[src/rtl/booth_mult_datapath_pkg.sv]
// Shared definitions for the radix-2 Booth multiplier datapath: default
// operand width, FSM state encoding and width helpers derived from N.
package booth_mult_datapath_pkg;

    // Default operand width and Booth iteration count.
    localparam int N_DEF = 6;

    typedef enum logic [1:0] {
        IDLE = 2'd0,
        RUN  = 2'd1,
        HOLD = 2'd2
    } state_t;

    // Accumulator A carries one extra sign bit so that -M fits when M = -2^(N-1).
    function automatic int acc_width(input int n);
        return n + 1;
    endfunction

    // Signed product width.
    function automatic int prod_width(input int n);
        return 2 * n;
    endfunction

    // Step counter must be able to hold the value n itself.
    function automatic int cnt_width(input int n);
        return $clog2(n + 1);
    endfunction

    // Width of the combined shift register {A, Q, q_m1}.
    function automatic int shift_width(input int n);
        return 2 * n + 2;
    endfunction

    localparam int A_W_DEF   = acc_width(N_DEF);
    localparam int P_W_DEF   = prod_width(N_DEF);
    localparam int CNT_W_DEF = cnt_width(N_DEF);

endpackage

[src/rtl/booth_mult_datapath_booth_step.sv]
// One combinational radix-2 Booth iteration: conditional add/subtract of the
// sign-extended multiplicand into A, then an arithmetic right shift of
// {A, Q, q_m1} by one bit.
module booth_step
    import booth_mult_datapath_pkg::*;
#(
    parameter int N = N_DEF
) (
    input  logic [2*N+1:0] acc_in,   // {A[N:0], Q[N-1:0], q_m1}
    input  logic [N-1:0]   m,
    output logic [2*N+1:0] acc_out
);

    logic [N:0]   a_cur;
    logic [N-1:0] q_cur;
    logic         qm1_cur;
    logic [N:0]   m_ext;
    logic [N:0]   a_sum;

    assign a_cur   = acc_in[2*N+1:N+1];
    assign q_cur   = acc_in[N:1];
    assign qm1_cur = acc_in[0];
    assign m_ext   = {m[N-1], m};

    // Booth recoding of the current bit pair selects +M, -M or no change.
    always_comb begin
        a_sum = a_cur;
        case ({q_cur[0], qm1_cur})
            2'b01:   a_sum = a_cur + m_ext;
            2'b10:   a_sum = a_cur - m_ext;
            default: a_sum = a_cur;
        endcase
    end

    // Arithmetic shift right: A's MSB is replicated, old q_m1 falls off.
    assign acc_out = {a_sum[N], a_sum, q_cur};

endmodule

[src/rtl/booth_mult_datapath.sv]
// Sequential radix-2 Booth multiplier datapath. Driven by an external
// iteration controller through start/done; performs one Booth step per clock
// while running, captures the product on done and flags a done that arrives
// before all N steps have executed.
//
// Handshake: start is a level load/restart that wins over everything else;
// done is a level from the controller, acted on only in RUN, and once it
// has been acted on the block waits in HOLD for the next start.
module booth_mult_datapath
    import booth_mult_datapath_pkg::*;
#(
    parameter int N = N_DEF
) (
    input  logic              clk,
    input  logic              rst_n,
    input  logic              start,
    input  logic              done,
    input  logic [N-1:0]      multiplicand,
    input  logic [N-1:0]      multiplier,
    output logic [2*N-1:0]    product,
    output logic              prod_valid,
    output logic              seq_err
);

    localparam int A_W   = acc_width(N);
    localparam int CNT_W = cnt_width(N);
    localparam int S_W   = shift_width(N);
    localparam logic [CNT_W-1:0] STEP_LIMIT = CNT_W'(N);

    state_t            state_q;
    state_t            state_d;

    logic [A_W-1:0]    a_q;
    logic [N-1:0]      q_q;
    logic              qm1_q;
    logic [N-1:0]      m_q;
    logic [CNT_W-1:0]  step_cnt;

    logic              do_load;
    logic              do_step;
    logic              do_capture;
    logic              steps_pending;
    logic [S_W-1:0]    step_out;

    assign steps_pending = (step_cnt < STEP_LIMIT);

    booth_step #(.N(N)) u_booth_step (
        .acc_in  ({a_q, q_q, qm1_q}),
        .m       (m_q),
        .acc_out (step_out)
    );

    // FSM state register.
    always_ff @(posedge clk or negedge rst_n) begin
        if (!rst_n) begin
            state_q <= IDLE;
        end else begin
            state_q <= state_d;
        end
    end

    // Next-state logic: start restarts from any state, done ends a run.
    always_comb begin
        state_d = state_q;
        if (start) begin
            state_d = RUN;
        end else begin
            case (state_q)
                RUN:     if (done) state_d = HOLD;
                default: state_d = state_q;
            endcase
        end
    end

    // Datapath control decoded from state and handshake inputs.
    always_comb begin
        do_load    = 1'b0;
        do_step    = 1'b0;
        do_capture = 1'b0;
        if (start) begin
            do_load = 1'b1;
        end else if (state_q == RUN) begin
            if (done) begin
                do_capture = 1'b1;
            end else if (steps_pending) begin
                do_step = 1'b1;
            end
        end
    end

    // Operand/accumulator registers and step counter (saturates at N).
    always_ff @(posedge clk or negedge rst_n) begin
        if (!rst_n) begin
            a_q      <= '0;
            q_q      <= '0;
            qm1_q    <= 1'b0;
            m_q      <= '0;
            step_cnt <= '0;
        end else if (do_load) begin
            a_q      <= '0;
            q_q      <= multiplier;
            qm1_q    <= 1'b0;
            m_q      <= multiplicand;
            step_cnt <= '0;
        end else if (do_step) begin
            {a_q, q_q, qm1_q} <= step_out;
            step_cnt          <= step_cnt + 1'b1;
        end
    end

    // Result capture, one-cycle valid pulse and sticky early-done flag.
    always_ff @(posedge clk or negedge rst_n) begin
        if (!rst_n) begin
            product    <= '0;
            prod_valid <= 1'b0;
            seq_err    <= 1'b0;
        end else if (do_load) begin
            prod_valid <= 1'b0;
            seq_err    <= 1'b0;
        end else if (do_capture) begin
            product    <= {a_q[N-1:0], q_q};
            prod_valid <= 1'b1;
            if (steps_pending) begin
                seq_err <= 1'b1;
            end
        end else begin
            prod_valid <= 1'b0;
        end
    end

endmodule

[config.mk]
export PLATFORM = sky130hd
export DESIGN_NAME = booth_mult_datapath
export DESIGN_NICKNAME = d
export VERILOG_FILES = /design/src/rtl/booth_mult_datapath_pkg.sv /design/src/rtl/booth_mult_datapath_booth_step.sv /design/src/rtl/booth_mult_datapath.sv
export SDC_FILE = /design/constraint.sdc
export NUM_CORES = 1
export LEC_CHECK = 0
export ABC_AREA = 1
export ABC_CLOCK_PERIOD_IN_PS = 4200
export CAP_MARGIN = 10
export CELL_PAD_IN_SITES_DETAIL_PLACEMENT = 1
export CELL_PAD_IN_SITES_GLOBAL_PLACEMENT = 1
export CORE_MARGIN = 2
export CORE_UTILIZATION = 30
export DETAILED_ROUTE_END_ITERATION = 10
export HOLD_SLACK_MARGIN = 0.06
export PLACE_DENSITY_LB_ADDON = 0.1
export SYNTH_ARGS = -nofsm -noshare
export SYNTH_HDL_FRONTEND = slang
export SYNTH_SLANG_ARGS = --single-unit
[constraint.sdc]
create_clock -name clk -period 4.2 [get_ports clk]
set_input_delay 0.42 -clock clk [delete_from_list [all_inputs] [get_ports clk]]
set_output_delay 0.42 -clock clk [all_outputs]
set_load 0.005 [all_outputs]
Word level (Yosys, flattened, before mapping)
Cells that the tools add are included.

operators by class
  order comparisons = 1
  muxes and demuxes = 25
  eq/ne operators = 3
  bitwise gates (word level) = 1
  reductions and logical operators = 8
  add/subtract/negate cells = 3

operators with widths
  operator               count
  $mux W1                15
  $mux W7                2
  $pmux W7 S2            1
  $mux W6                2
  $reduce_bool A2 Y1     5
  $add A7 B7 Y7          1
  $sub A7 B7 Y7          1
  $mux W2                3
  $mux W3                2
  $reduce_and A2 Y1      3
  $eq A2 B1 Y1 const B   2
  $add A3 B1 Y3 const B  1
  $lt A3 B3 Y1 const B   1
  $eq A2 B2 Y1 const B   1
  $not A1 Y1             1

word-level totals
  logic and storage cells = 50
  register bits = 39
  input bits = 16
  output and inout bits = 14

Longest topological paths before layout
  depth after elaboration = 7
  gate-level depth with buffers = 17
  mapped depth without buffers = 17

Modules after synthesis
A second synthesis with hierarchy kept.

unflattened totals
  cells, all modules = 292
  area, all modules = 2263.4 sq um

modules (own cells, without submodules)
  module               times used  sequential area each (sq um)  area an instance (sq um)  cells an instance
  booth_mult_datapath  1           975.9                         1695.4                    196
  booth_step           1           0.0                           568.0                     96

Worst setup path before layout
Ideal clock, no wire load.

  kind = flip-flop to flip-flop
  start point = register q_q[0]
  end point = register a_q[5]
  buffers on the path = 1
  arrival time = 1834 ps
  slack = 2253 ps
  setup time = 113 ps
  period minus slack after synthesis = 1947 ps
  cell stages (with the launch flop) = 16
  data required time = 4087 ps
  cell sequence = dfrtp_1 -> ha_1 -> clkbuf_2 -> a21oi_1 -> xor2_1 -> inv_1 -> ha_1 -> nand2_1 -> nor2_1 -> nand2_1 -> nand3_1 -> inv_1 -> nand2_1 -> nand3_1 -> nand2_1 -> inv_1

between the ends
  longest elaborated chain between the ends = 4
  elaborated cells on any way between the ends = 5
  classes of those cells = eq/ne: 2; mux: 3

RTL lines
  element                                       RTL line                              source
  start, declared                               booth_mult_datapath.sv:34             logic [N-1:0] q_q;
  start signal, assigned                        booth_mult_datapath.sv:101            q_q <= multiplier;
  start signal, assigned                        booth_mult_datapath.sv:106            {a_q, q_q, qm1_q} <= step_out;
  $eq A2 B2 Y1 or $eq A2 B1 Y1 (tied branches)  booth_mult_datapath_booth_step.sv:28  case ({q_cur[0], qm1_cur})
  $pmux W7 S2 *                                 booth_mult_datapath_booth_step.sv:28
  $mux W7 *                                     booth_mult_datapath.sv:105            end else if (do_step) begin
  $mux W7 *                                     booth_mult_datapath.sv:99             end else if (do_load) begin
  end signal, assigned                          booth_mult_datapath.sv:106
  end, declared                                 booth_mult_datapath.sv:33             logic [A_W-1:0] a_q;

Mark *: on every way between the ends. The rest lies on a longest branch, timed or not. The select of a mux whose other input is x is not followed.
A chain may end at the register's enable or synchronous reset.

Final worst setup path
  start point = register qm1_q
  end point = register a_q[3]

between the ends
  longest elaborated chain between the ends = 4
  elaborated cells on any way between the ends = 5
  classes of those cells = eq/ne: 2; mux: 3

RTL lines
  element                                       RTL line                              source
  start, declared                               booth_mult_datapath.sv:35             logic qm1_q;
  start signal, assigned                        booth_mult_datapath.sv:106
  $eq A2 B2 Y1 or $eq A2 B1 Y1 (tied branches)  booth_mult_datapath_booth_step.sv:28
  $pmux W7 S2 *                                 booth_mult_datapath_booth_step.sv:28
  $mux W7 *                                     booth_mult_datapath.sv:105
  $mux W7 *                                     booth_mult_datapath.sv:99

Marks and branches as above.

==> impl_metrics.csv <==
group,metric,value,unit
worst_setup_path,cp.required,4.37,ns
pwr,pwr-share-comb,0.313,
floorplan,die_h,86.4,µm
placement,routabilityCongestion,0.755,
placement,pre_cts_slack,1.70,ns
placement,placed_area,2360,µm²
placement,hpwl,3540,µm
layout,postLayoutCellArea,2470,µm²
layout,n_antenna_cell,0,
sta,fin_tns_setup,0,ns
sta,worstMarginPinSlew,0.886,ns
clock_network,root_buffer,"clkbuf_8",
worst_setup_path,r2r_setup_slack,1.95,ns
synth,yosysWarningCount,0,
synth,ys_seq_area_frac,0.467,
synth,synth_top_area_share,0.467,
floorplan,rows,30,
layout,stdcell_count,349,
worst_setup_path,cp-end-kind,"flop",
clock_network,cts.clk_slew.worst_paths,0.08,ns
pwr,power.density,462,nW/µm²
sta,hold_viol,0,
sta,fmax,0.445,GHz
sta,fin_crit_sh,0.535,
worst_setup_path,crit_family,"adder cells",
route,via_per_inst,4.51,
global_routing,grt_max_degree,39,
synth,synthTopCellsByArea,"dfrtp_1 47%, nand2_1 13%, inv_1 5.9%",
worst_setup_path,critical_path_arrival,2.42,ns
synth,netlist_area,2040,µm²
worst_setup_path,startpoint_type,"flop",
layout,area_delta_synth_final,21.2,%
clock_network,cts_hold_buf,0,
synth,yosysTopAreaCell,"dfrtp_1",
floorplan,start_util,0.305,
worst_setup_path,worstReg2RegStart,"qm1_q",
floorplan,io_pins,30,
route,wire_per_inst,13.4,µm
clock_network,cts.sinks,38,
route,wl,4680,µm
worst_setup_path,crit_chain,"inv_1 -> ha_1 -> o21ai_0 -> fa_1 -> nor2_1 -> nor2_1 -> xnor2_1 -> o21ai_1 -> o21ai_0",
synth,post-synth-top-count-cell,"nand2_1",
synth,avgSynthCellArea,8.45,µm²
worst_setup_path,slowest_delay,0.51,ns
worst_setup_path,critPathKind,"reg2reg",
synth,ys_dominant_reg_cell,"dfrtp_1",
placement,dp_cells,342,
worst_setup_path,r2r_cells,9,
worst_setup_path,cpMaxStageDelayCell,"fa_1",
route,vias,1574,
pwr,p_int,778,µW
clock_network,insertion_delay,0.30,ns
placement,portBuffers,29,
pwr,power_switching,363,µW
pwr,seqPwrFrac,0.403,
floorplan,die_x,86.4,µm
synth,syn_nets,267,
synth,synth_cells,241,
sta,setup_viol,0,
route,drtIter0Drc,78,
global_routing,grt.total_usage,0.136,
clock_network,post_cts_buffers,0,
global_routing,overflow,0,
synth,synth-edff-count,0,
layout,drive_above_1_share,0.0967,
synth,synth_cell_types,29,
synth,ys_ff_latch,38,
pwr,pwr-share-clk,0.284,
clock_network,cts_made_buffers,5,
sta,fin_worst_skew,0.0130,ns
synth,async_flop_share,1.00,
global_routing,grt_pass1_wl,7860,µm
min_path,hold_class,"in2async",
floorplan,die_area,7460,µm²
pwr,leakagePower,0.00122,µW
global_routing,antenna_found_initial,0,
worst_setup_path,cp_max_fo,8,
floorplan,core-area,6680,µm²
global_routing,grt_pass1_vias,1629,
sta,drv_slew,0,
run,max_cap_violations,0,
worst_setup_path,timing.rr.end,"a_q[3]",
clock_network,cts_tree,"yes",
pwr,swShare,0.318,
sta,period_needed,2.25,ns
sta,rsz0062_at_grt,"false",
clock_network,max-clock-path-buffers,2,
run_status,status,"finished, final reports clean",
clock_network,h-tree-depth,2,
route,ant_nets,0,
route,firstDrtPassIters,4,
sta,worst_slack,1.95,ns
synth,synth_common_cells,"73 x nand2_1, 38 x dfrtp_1, 32 x inv_1",
sta,relSlewSlack,0.409,
worst_setup_path,crit_buf_inv,1,
route,route.detailed.drc,0,
pwr,ir_worst_vdd,0.000148,V
clock_network,cts_resized,0,
layout,num-nets-final,295,
power groups by stage:
stage | clock network, µW | registers, µW | logic [µW]
floorplan | 0 | 463 | 233
CTS | 332 | 461 | 367
detailed placement | 0 | 468 | 365
global placement | 0 | 466 | 362
global route | 349 | 469 | 409
finish | 324 | 459 | 357
cell usage in the layout, fill, tap and decap left out, drive strengths merged:
master,count
nand2,75
dfrtp,38
inv,35
clkdlybuf4s50,28
o21ai,24
nor2,15
a21oi,9
ha,9
nand3,7
clkbuf,6
xor2,5
o22ai,3
o221ai,3
nor3,2
xnor2,2
a31oi,2
o211ai,2
and3,1
fa,1
bufinv,1
buf,1
routing by layer:
layer | part of all wire | routed length, µm | global-route usage | vias up
li1 | - | - | - | 822
met1 | 0.51 | 2390 | 0.189 | 718
met2 | 0.44 | 2080 | 0.211 | 29
met3 | 0.030 | 141 | 0.0314 | 5
met4 | 0.013 | 61 | 0.0426 | 0
met5 | 0 | 0 | 0 | -
registers in the layout, indices dropped and copies added, names as in the netlist:
name	cells
product	12
qm1_q	1
m_q	6
seq_err	1
prod_valid	1
state_q	2
step_cnt	3
a_q	6
q_q	6
worst max-delay path by stage:
| stage | cells after the start | to | startpoint | slack [ns] |
|---|---|---|---|---|
| 2_1_floorplan | 15 | a_q[5] | q_q[0] | 2.25 |
| 3_3_place_gp | 6 | step_cnt[1] | start | 1.74 |
| 3_5_place_dp | 6 | step_cnt[0] | start | 1.70 |
| 4_1_cts | 9 | a_q[3] | qm1_q | 1.90 |
| 5_1_grt | 17 | a_q[5] | m_q[0] | 1.69 |
| 6_report | 9 | a_q[3] | qm1_q | 1.95 |
layout make-up:
| cell class | count | area, µm² |
|---|---|---|
| fill | 802 | 4210 |
| sequential | 38 | 951 |
| multi-input combinational | 160 | 888 |
| timing repair buffer | 29 | 285 |
| inverter | 35 | 131 |
| tap | 80 | 100 |
| clock buffer | 6 | 82.6 |
| clock inverter | 1 | 30.0 |
cells by family (layout without fill, tap and decap cells):
logic type / after synthesis / in the layout / synth area share
buffers and inverters: 43 / 71 / 0.0970
AND/OR/NAND/NOR: 100 / 100 / 0.206
flip-flops: 38 / 38 / 0.467
AO/OA/AOI/OAI: 43 / 43 / 0.135
XOR/XNOR: 7 / 7 / 0.0301
adder cells (fa/ha/maj): 10 / 10 / 0.0651
through the flow:
stage | power [µW] | util | hold slack (ns)
after global routing | 1230 | 0.369 | 0.304
after floorplan | 696 | - | 0.124
after CTS | 1160 | 0.369 | 0.274
after detailed placement | 833 | 0.353 | 0.457
final | 1140 | 0.369 | 0.242
after global placement | 828 | 0.353 | 0.457
(Power assumes the default switching activity.)
